===== config.mk =====
export PLATFORM = sky130hd
export DESIGN_NAME = operand_forward_unit
export DESIGN_NICKNAME = d
export VERILOG_FILES = /design/src/rtl/operand_forward_unit_pkg.sv /design/src/rtl/operand_forward_unit_port_sel.sv /design/src/rtl/operand_forward_unit.sv
export SDC_FILE = /design/constraint.sdc
export NUM_CORES = 1
export LEC_CHECK = 0
export ABC_AREA = 1
export CAP_MARGIN = 0
export CORE_ASPECT_RATIO = 1.4
export CORE_MARGIN = 2
export CORE_UTILIZATION = 44
export CTS_CLUSTER_DIAMETER = 150
export DETAILED_ROUTE_END_ITERATION = 10
export PLACE_DENSITY = 0.83
export SLEW_MARGIN = 30
export SYNTH_ARGS = -nofsm -noshare
export SYNTH_HDL_FRONTEND = slang
export SYNTH_SLANG_ARGS = --single-unit

===== constraint.sdc =====
create_clock -name clk -period 2.27 [get_ports clk]
set_input_delay 0.454 -clock clk [delete_from_list [all_inputs] [get_ports clk]]
set_output_delay 0.454 -clock clk [all_outputs]
set_load 0.1 [all_outputs]

===== src/rtl/operand_forward_unit_pkg.sv =====
// Shared definitions for the operand forwarding unit: stall FSM encoding,
// select-bit positions and default widths.
package fwd_pkg;

   typedef enum logic {
      ST_RUN   = 1'b0,
      ST_STALL = 1'b1
   } fwd_state_e;

   // Position of the register-file bit inside a per-port one-hot select.
   localparam int SEL_RF       = 0;
   // Source i occupies select bit SEL_SRC_BASE + i.
   localparam int SEL_SRC_BASE = 1;

   localparam int DEF_DW        = 32;
   localparam int DEF_AW        = 5;
   localparam int DEF_N_READ    = 2;
   localparam int DEF_N_SRC     = 3;
   localparam int DEF_MAX_STALL = 15;
   localparam int DEF_CW        = 4;

endpackage


===== src/rtl/operand_forward_unit_port_sel.sv =====
// One read port of the forwarding unit: finds the youngest in-flight writer
// of the requested register, builds the one-hot select, muxes the data and
// flags a hazard when that writer's data is not yet available.
module fwd_port_sel
   import fwd_pkg::*;
#(
   parameter int DW    = DEF_DW,
   parameter int AW    = DEF_AW,
   parameter int N_SRC = DEF_N_SRC
) (
   input  logic [AW-1:0]       addr_i,
   input  logic [DW-1:0]       rf_data_i,
   input  logic [N_SRC-1:0]    src_valid_i,
   input  logic [N_SRC*AW-1:0] src_dest_i,
   input  logic [N_SRC*DW-1:0] src_data_i,
   input  logic [N_SRC-1:0]    src_ready_i,
   output logic [N_SRC:0]      sel_o,
   output logic [DW-1:0]       data_o,
   output logic                hazard_o
);

   // Priority match: scan oldest to youngest so the youngest match is the
   // last assignment and shadows older ones, ready or not. Register zero is
   // hardwired and never forwarded.
   always_comb begin
      sel_o         = '0;
      sel_o[SEL_RF] = 1'b1;
      data_o        = rf_data_i;
      hazard_o      = 1'b0;
      if (addr_i != '0) begin
         for (int i = N_SRC - 1; i >= 0; i--) begin
            if (src_valid_i[i] && (src_dest_i[i*AW +: AW] == addr_i)) begin
               sel_o                   = '0;
               sel_o[SEL_SRC_BASE + i] = 1'b1;
               data_o                  = src_data_i[i*DW +: DW];
               hazard_o                = ~src_ready_i[i];
            end
         end
      end
   end

endmodule


===== src/rtl/operand_forward_unit.sv =====
// Operand forwarding unit: resolves every ID-stage read port against the
// in-flight write-back sources, stalls on load-use hazards, tracks stall
// length with a sticky watchdog, and registers the resolved operands as the
// operand half of the ID/EX pipeline register.
//
//   state    | meaning
//   ---------+-------------------------------------------------------------
//   ST_RUN   | no stall in progress; counter held at zero
//   ST_STALL | stall raised last cycle; counter measures its length
module operand_forward_unit
   import fwd_pkg::*;
#(
   parameter int DW        = DEF_DW,
   parameter int AW        = DEF_AW,
   parameter int N_READ    = DEF_N_READ,
   parameter int N_SRC     = DEF_N_SRC,
   parameter int MAX_STALL = DEF_MAX_STALL,
   parameter int CW        = DEF_CW
) (
   input  logic                        clk,
   input  logic                        rst,
   input  logic                        id_valid,
   input  logic                        id_hold,
   input  logic [N_READ*AW-1:0]        rs_addr,
   input  logic [N_READ*DW-1:0]        rf_data,
   input  logic [N_SRC-1:0]            src_valid,
   input  logic [N_SRC*AW-1:0]         src_dest,
   input  logic [N_SRC*DW-1:0]         src_data,
   input  logic [N_SRC-1:0]            src_ready,
   output logic                        stall,
   output logic                        ex_valid,
   output logic [N_READ*DW-1:0]        ex_op,
   output logic [N_READ*(N_SRC+1)-1:0] ex_sel,
   output logic [CW-1:0]               stall_cnt,
   output logic                        stall_timeout
);

   localparam int SW = N_SRC + 1;

   localparam logic [CW-1:0] CNT_MAX  = '1;
   localparam logic [CW-1:0] CNT_ONE  = {{(CW-1){1'b0}}, 1'b1};
   // Counter value whose increment reaches the watchdog threshold.
   localparam logic [CW-1:0] TRIP_PRE = CW'(MAX_STALL - 1);

   // Register-file select on every port; the reset value of ex_sel.
   function automatic logic [N_READ*SW-1:0] rf_sel_all();
      logic [N_READ*SW-1:0] v;
      v = '0;
      for (int k = 0; k < N_READ; k++) begin
         v[k*SW + SEL_RF] = 1'b1;
      end
      return v;
   endfunction

   localparam logic [N_READ*SW-1:0] SEL_RST = rf_sel_all();

   logic [N_READ-1:0]    hazard;
   logic [N_READ*DW-1:0] mux_op;
   logic [N_READ*SW-1:0] mux_sel;

   fwd_state_e           state_q;
   logic [CW-1:0]        cnt_q;
   logic                 timeout_q;
   logic                 ex_valid_q;
   logic [N_READ*DW-1:0] ex_op_q;
   logic [N_READ*SW-1:0] ex_sel_q;

   for (genvar k = 0; k < N_READ; k++) begin : g_port
      fwd_port_sel #(
         .DW    (DW),
         .AW    (AW),
         .N_SRC (N_SRC)
      ) u_port_sel (
         .addr_i      (rs_addr[k*AW +: AW]),
         .rf_data_i   (rf_data[k*DW +: DW]),
         .src_valid_i (src_valid),
         .src_dest_i  (src_dest),
         .src_data_i  (src_data),
         .src_ready_i (src_ready),
         .sel_o       (mux_sel[k*SW +: SW]),
         .data_o      (mux_op[k*DW +: DW]),
         .hazard_o    (hazard[k])
      );
   end

   // An empty ID slot never stalls, whatever its addresses match.
   assign stall = id_valid & (|hazard);

   // Stall FSM with saturating length counter and sticky watchdog; id_hold
   // deliberately has no effect here.
   always_ff @(posedge clk) begin
      if (rst) begin
         state_q   <= ST_RUN;
         cnt_q     <= '0;
         timeout_q <= 1'b0;
      end else begin
         case (state_q)
            ST_RUN: begin
               cnt_q <= '0;
               if (stall) begin
                  state_q <= ST_STALL;
               end
            end
            ST_STALL: begin
               if (!stall) begin
                  state_q <= ST_RUN;
                  cnt_q   <= '0;
               end else if (cnt_q != CNT_MAX) begin
                  cnt_q <= cnt_q + CNT_ONE;
                  if (cnt_q == TRIP_PRE) begin
                     timeout_q <= 1'b1;
                  end
               end
            end
            default: begin
               state_q <= ST_RUN;
               cnt_q   <= '0;
            end
         endcase
      end
   end

   // ID/EX operand register: hold freezes everything, a stall injects a
   // bubble but keeps the last operands, otherwise load the mux result.
   always_ff @(posedge clk) begin
      if (rst) begin
         ex_valid_q <= 1'b0;
         ex_op_q    <= '0;
         ex_sel_q   <= SEL_RST;
      end else if (id_hold) begin
         ex_valid_q <= ex_valid_q;
      end else if (stall) begin
         ex_valid_q <= 1'b0;
      end else begin
         ex_valid_q <= id_valid;
         ex_op_q    <= mux_op;
         ex_sel_q   <= mux_sel;
      end
   end

   assign ex_valid      = ex_valid_q;
   assign ex_op         = ex_op_q;
   assign ex_sel        = ex_sel_q;
   assign stall_cnt     = cnt_q;
   assign stall_timeout = timeout_q;

endmodule


==> results of run 1 <==
==> power by group <==
group / internal, uW / total (uW) / leakage (uW) / switching [uW]
clock network: 967 / 1570 / 0.000154 / 600
logic: 793 / 2330 / 0.00452 / 1530
registers: 1500 / 1570 / 0.000655 / 69.3
==> metal layers <==
layer | up-vias | global-route usage | wire (um)
met2 | 439 | 0.595 | 13600
met3 | 91 | 0.0564 | 2060
met4 | 0 | 0.175 | 1420
met1 | 3893 | 0.393 | 10400
met5 | - | 0 | 0
li1 | 4403 | - | -
==> state kept, by name (all words and copies together) (netlist names) <==
register,count
ex_sel,8
state_q,1
stall_cnt,4
ex_valid,1
ex_op,64
stall_timeout,1
==> worst max-delay path by stage <==
stage,startpoint,to,slack [ns]
after floorplan,rs_addr[8],stall,0.04
after global placement,rs_addr[8],ex_op[35]$_SDFFE_PP0P_,-0.66
after detailed placement,rs_addr[8],ex_op[35]$_SDFFE_PP0P_,-0.70
after CTS,src_dest[3],stall,0.004
after global routing,rs_addr[9],stall,-0.04
final,rs_addr[9],stall,0.03
==> final cells by class <==
type                            count  area (sq um)
Antenna cell                        1          2.50
Clock buffer                       11           233
Clock inverter                      5          82.6
Fill cell                        1213          3720
Inverter                          142           546
Multi-Input combinational cell    909          4150
Sequential cell                    79          1580
Tap cell                          185           231
Timing Repair Buffer              377          3430
==> Yosys cell counts, types with 2 or more instances <==
cell,n,area (sq um)
dfxtp_1,79,1580
nand4_1,3,18.8
buf_2,17,85.1
nor3_1,4,20.0
ha_1,2,25.0
nand3_1,209,1050
nand2_1,290,1090
buf_4,3,22.5
nand3b_1,3,22.5
o21ai_0,11,55.1
a21oi_1,106,531
buf_1,10,37.5
buf_6,2,22.5
nor2_1,273,1020
clkbuf_1,42,158
inv_1,135,507
inv_2,6,22.5
==> repair_timing <==
item	in CTS	in global routing
cloned	0	1
pin swaps	22	38
setup endpoints to repair	76	68
gates resized for setup	104	86
buffers inserted	15	3
==> logic make-up (layout without fill, tap and decap cells) <==
logic type | after synthesis | count (layout)
and+or+nand+nor | 786 | 786
buffers and inverters | 216 | 535
DFF | 79 | 79
AOI/OAI and AO/OA | 119 | 119
xor gates and xnor gates | 2 | 2
other | 0 | 1
adders and majority gates | 2 | 2
==> worst max-delay path, cell delays in order <==
cell     delay (ns)
buf_2          0.14
buf_4          0.14
nand2_1        0.05
nand2_1        0.08
nor2_4         0.12
nand3_4        0.10
nor2_4         0.09
nor2_2         0.05
nand2_2        0.08
nand2_4        0.07
nand2_4        0.09
nand2_4        0.06
inv_4          0.07
buf_12         0.17
==> metrics by stage <==
step	TNS, ns	area (sq um)
2_1_floorplan	0	6330
3_3_place_gp	-38.90	9640
3_5_place_dp	-42.33	9640
4_1_cts	0	10100
5_1_grt	-0.0428	10300
6_report	0	10300
==> results.yml, run 1 <==
synth:
  post_synth_num_cell_types: 26
  netlist_area_sq_um: 6330
  largest_family_of_logic_cells_by_synthesized_area: "simple AND/OR/NAND/NOR gates"
  synth_xor_area_frac: 0.00277
  synth-main-ff-cell: "dfxtp_1"
  synth.yosys.seq_area_share: 0.250
  asyncSetResetFlopFracSynth: 0
  synth_cells: 1204
  syn-num-nets: 1401
  synth_enable_flop_cells: 0
  yosys.area_share.adder: 0.00395
  synth-warning-count: 0
  post_synth.cell_area_avg_sq_um: 5.26
  synth.area.mux_share: 0
  synthSimpleGateAreaFrac: 0.513
  synth_compound_area_frac: 0.0945
  flops_latches_synth: 79
setup_path:
  timing.critical_path.to_type: "primary output"
  reg_to_reg_start: "stall_cnt[0]$_SDFFE_PP0P_"
  worstPathArrival_ns: 1.79
  setup.reg_to_reg.worst_slack_ns: 0.92
  critical_path_peak_fanout: 5
  r2r-end: "stall_cnt[1]$_SDFFE_PP0P_"
  critPathKind: "input pin to primary output"
  reg2reg_depth: 7
  worstPathRequired_ns: 1.82
  start_kind: "input pin"
global_route:
  antenna_found_initial: 1
  grt_pass1_vias: 8194
  globalRouteOverflowTotal: 0
  largest_net_degree_at_the_start_of_global_routing: 45
  grt_pass1_wl_mm: 41.7
  groute.usage.overall: 0.340
sta:
  tightest_slew_ns: 0.450
  finalWorstSetupSlack_ns: 0.0278
  upper_clock_frequency_limit_mhz: 446
  finalHoldViolCount: 0
  fin_hold_ws_ns: 0.471
  skew_ns: 0.000752
  finalSetupViolCount: 0
  max_slew_margin: 0.700
  slew_viol_final: 0
  fin_crit_sh: 0.988
  finalCriticalPeriod_ns: 2.24
die:
  floorplan.initialDensity: 0.453
  die_width_um: 105
  core.rowCount: 51
  die_area_sq_um: 15400
  placeable_core_area_sq_um: 14000
  io-pin-count: 274
  die_h_um: 146
outcome:
  outcome: "finished clean"
cts:
  clock_tree.root_cell: "clkbuf_16"
  clk_lat_worst_skew_ns: 0.33
  clk_transition_reported_paths_ns: 0.06
  cts-root-to-sink-buffers: 2
  cts_bufs_inserted: 9
  cts_hold_buffers: 0
  cts_num_sinks: 79
  h-tree-depth: 3
  clock_tree_from_tritoncts: "done"
drt:
  drt-total-wl_mm: 27.5
  num_vias: 8826
  detail_route.wl_per_cell_um: 16.1
  dr.first_iter.drc_count: 805
  route.detailed.vias_per_inst: 5.16
  ant_nets: 0
  drt_first_pass_iters: 7
  drt_drc_violations_left: 0
layout:
  layout_commonest_cell: "nand2_1"
  finish.cell_count_without_fillers: 1709
  drive_above_1_share: 0.198
  mostFrequentLayoutCells: "268 x nand2_1, 254 x nor2_1, 197 x nand3_1"
  layout-area-overhead-vs-synth_pct: 62.0
  nNetsFinal: 1715
  final_core_utilization: 0.734
placement:
  hpwlAfterDp_mm: 20.5
  gp_routability_congestion: 0.973
  io_buffers: 273
  dp.cells: 1675
  dp_worst_setup_slack_ns: -0.702
hold_path:
  min_path_type: "flip-flop to flip-flop"
  hold_path_end: "ex_sel[0]$_SDFFE_PP1P_"
  hold_path.startpoint: "ex_sel[0]$_SDFFE_PP1P_"
  whs_path_depth: 2
power:
  power_per_cell_area_nw_per_um2: 533
  leakage_uw: 0.00533
  total_power_uw: 5460
  ir_drop_mv: 0.361
job:
  maxCapViolCount: 0
Power figures use the tool's default switching activity.
==> inputs of run 2 (changes only) <==
--- a/config.mk
+++ b/config.mk
@@ -6,14 +6,13 @@
 export NUM_CORES = 1
 export LEC_CHECK = 0
 export ABC_AREA = 1
+export ABC_CLOCK_PERIOD_IN_PS = 2270
 export CAP_MARGIN = 0
 export CORE_ASPECT_RATIO = 1.4
 export CORE_MARGIN = 2
 export CORE_UTILIZATION = 44
-export CTS_CLUSTER_DIAMETER = 150
 export DETAILED_ROUTE_END_ITERATION = 10
 export PLACE_DENSITY = 0.83
-export SLEW_MARGIN = 30
 export SYNTH_ARGS = -nofsm -noshare
 export SYNTH_HDL_FRONTEND = slang
 export SYNTH_SLANG_ARGS = --single-unit
==> results of run 2 <==
No change in the layout: final DEF, timing and power equal those of run 1.
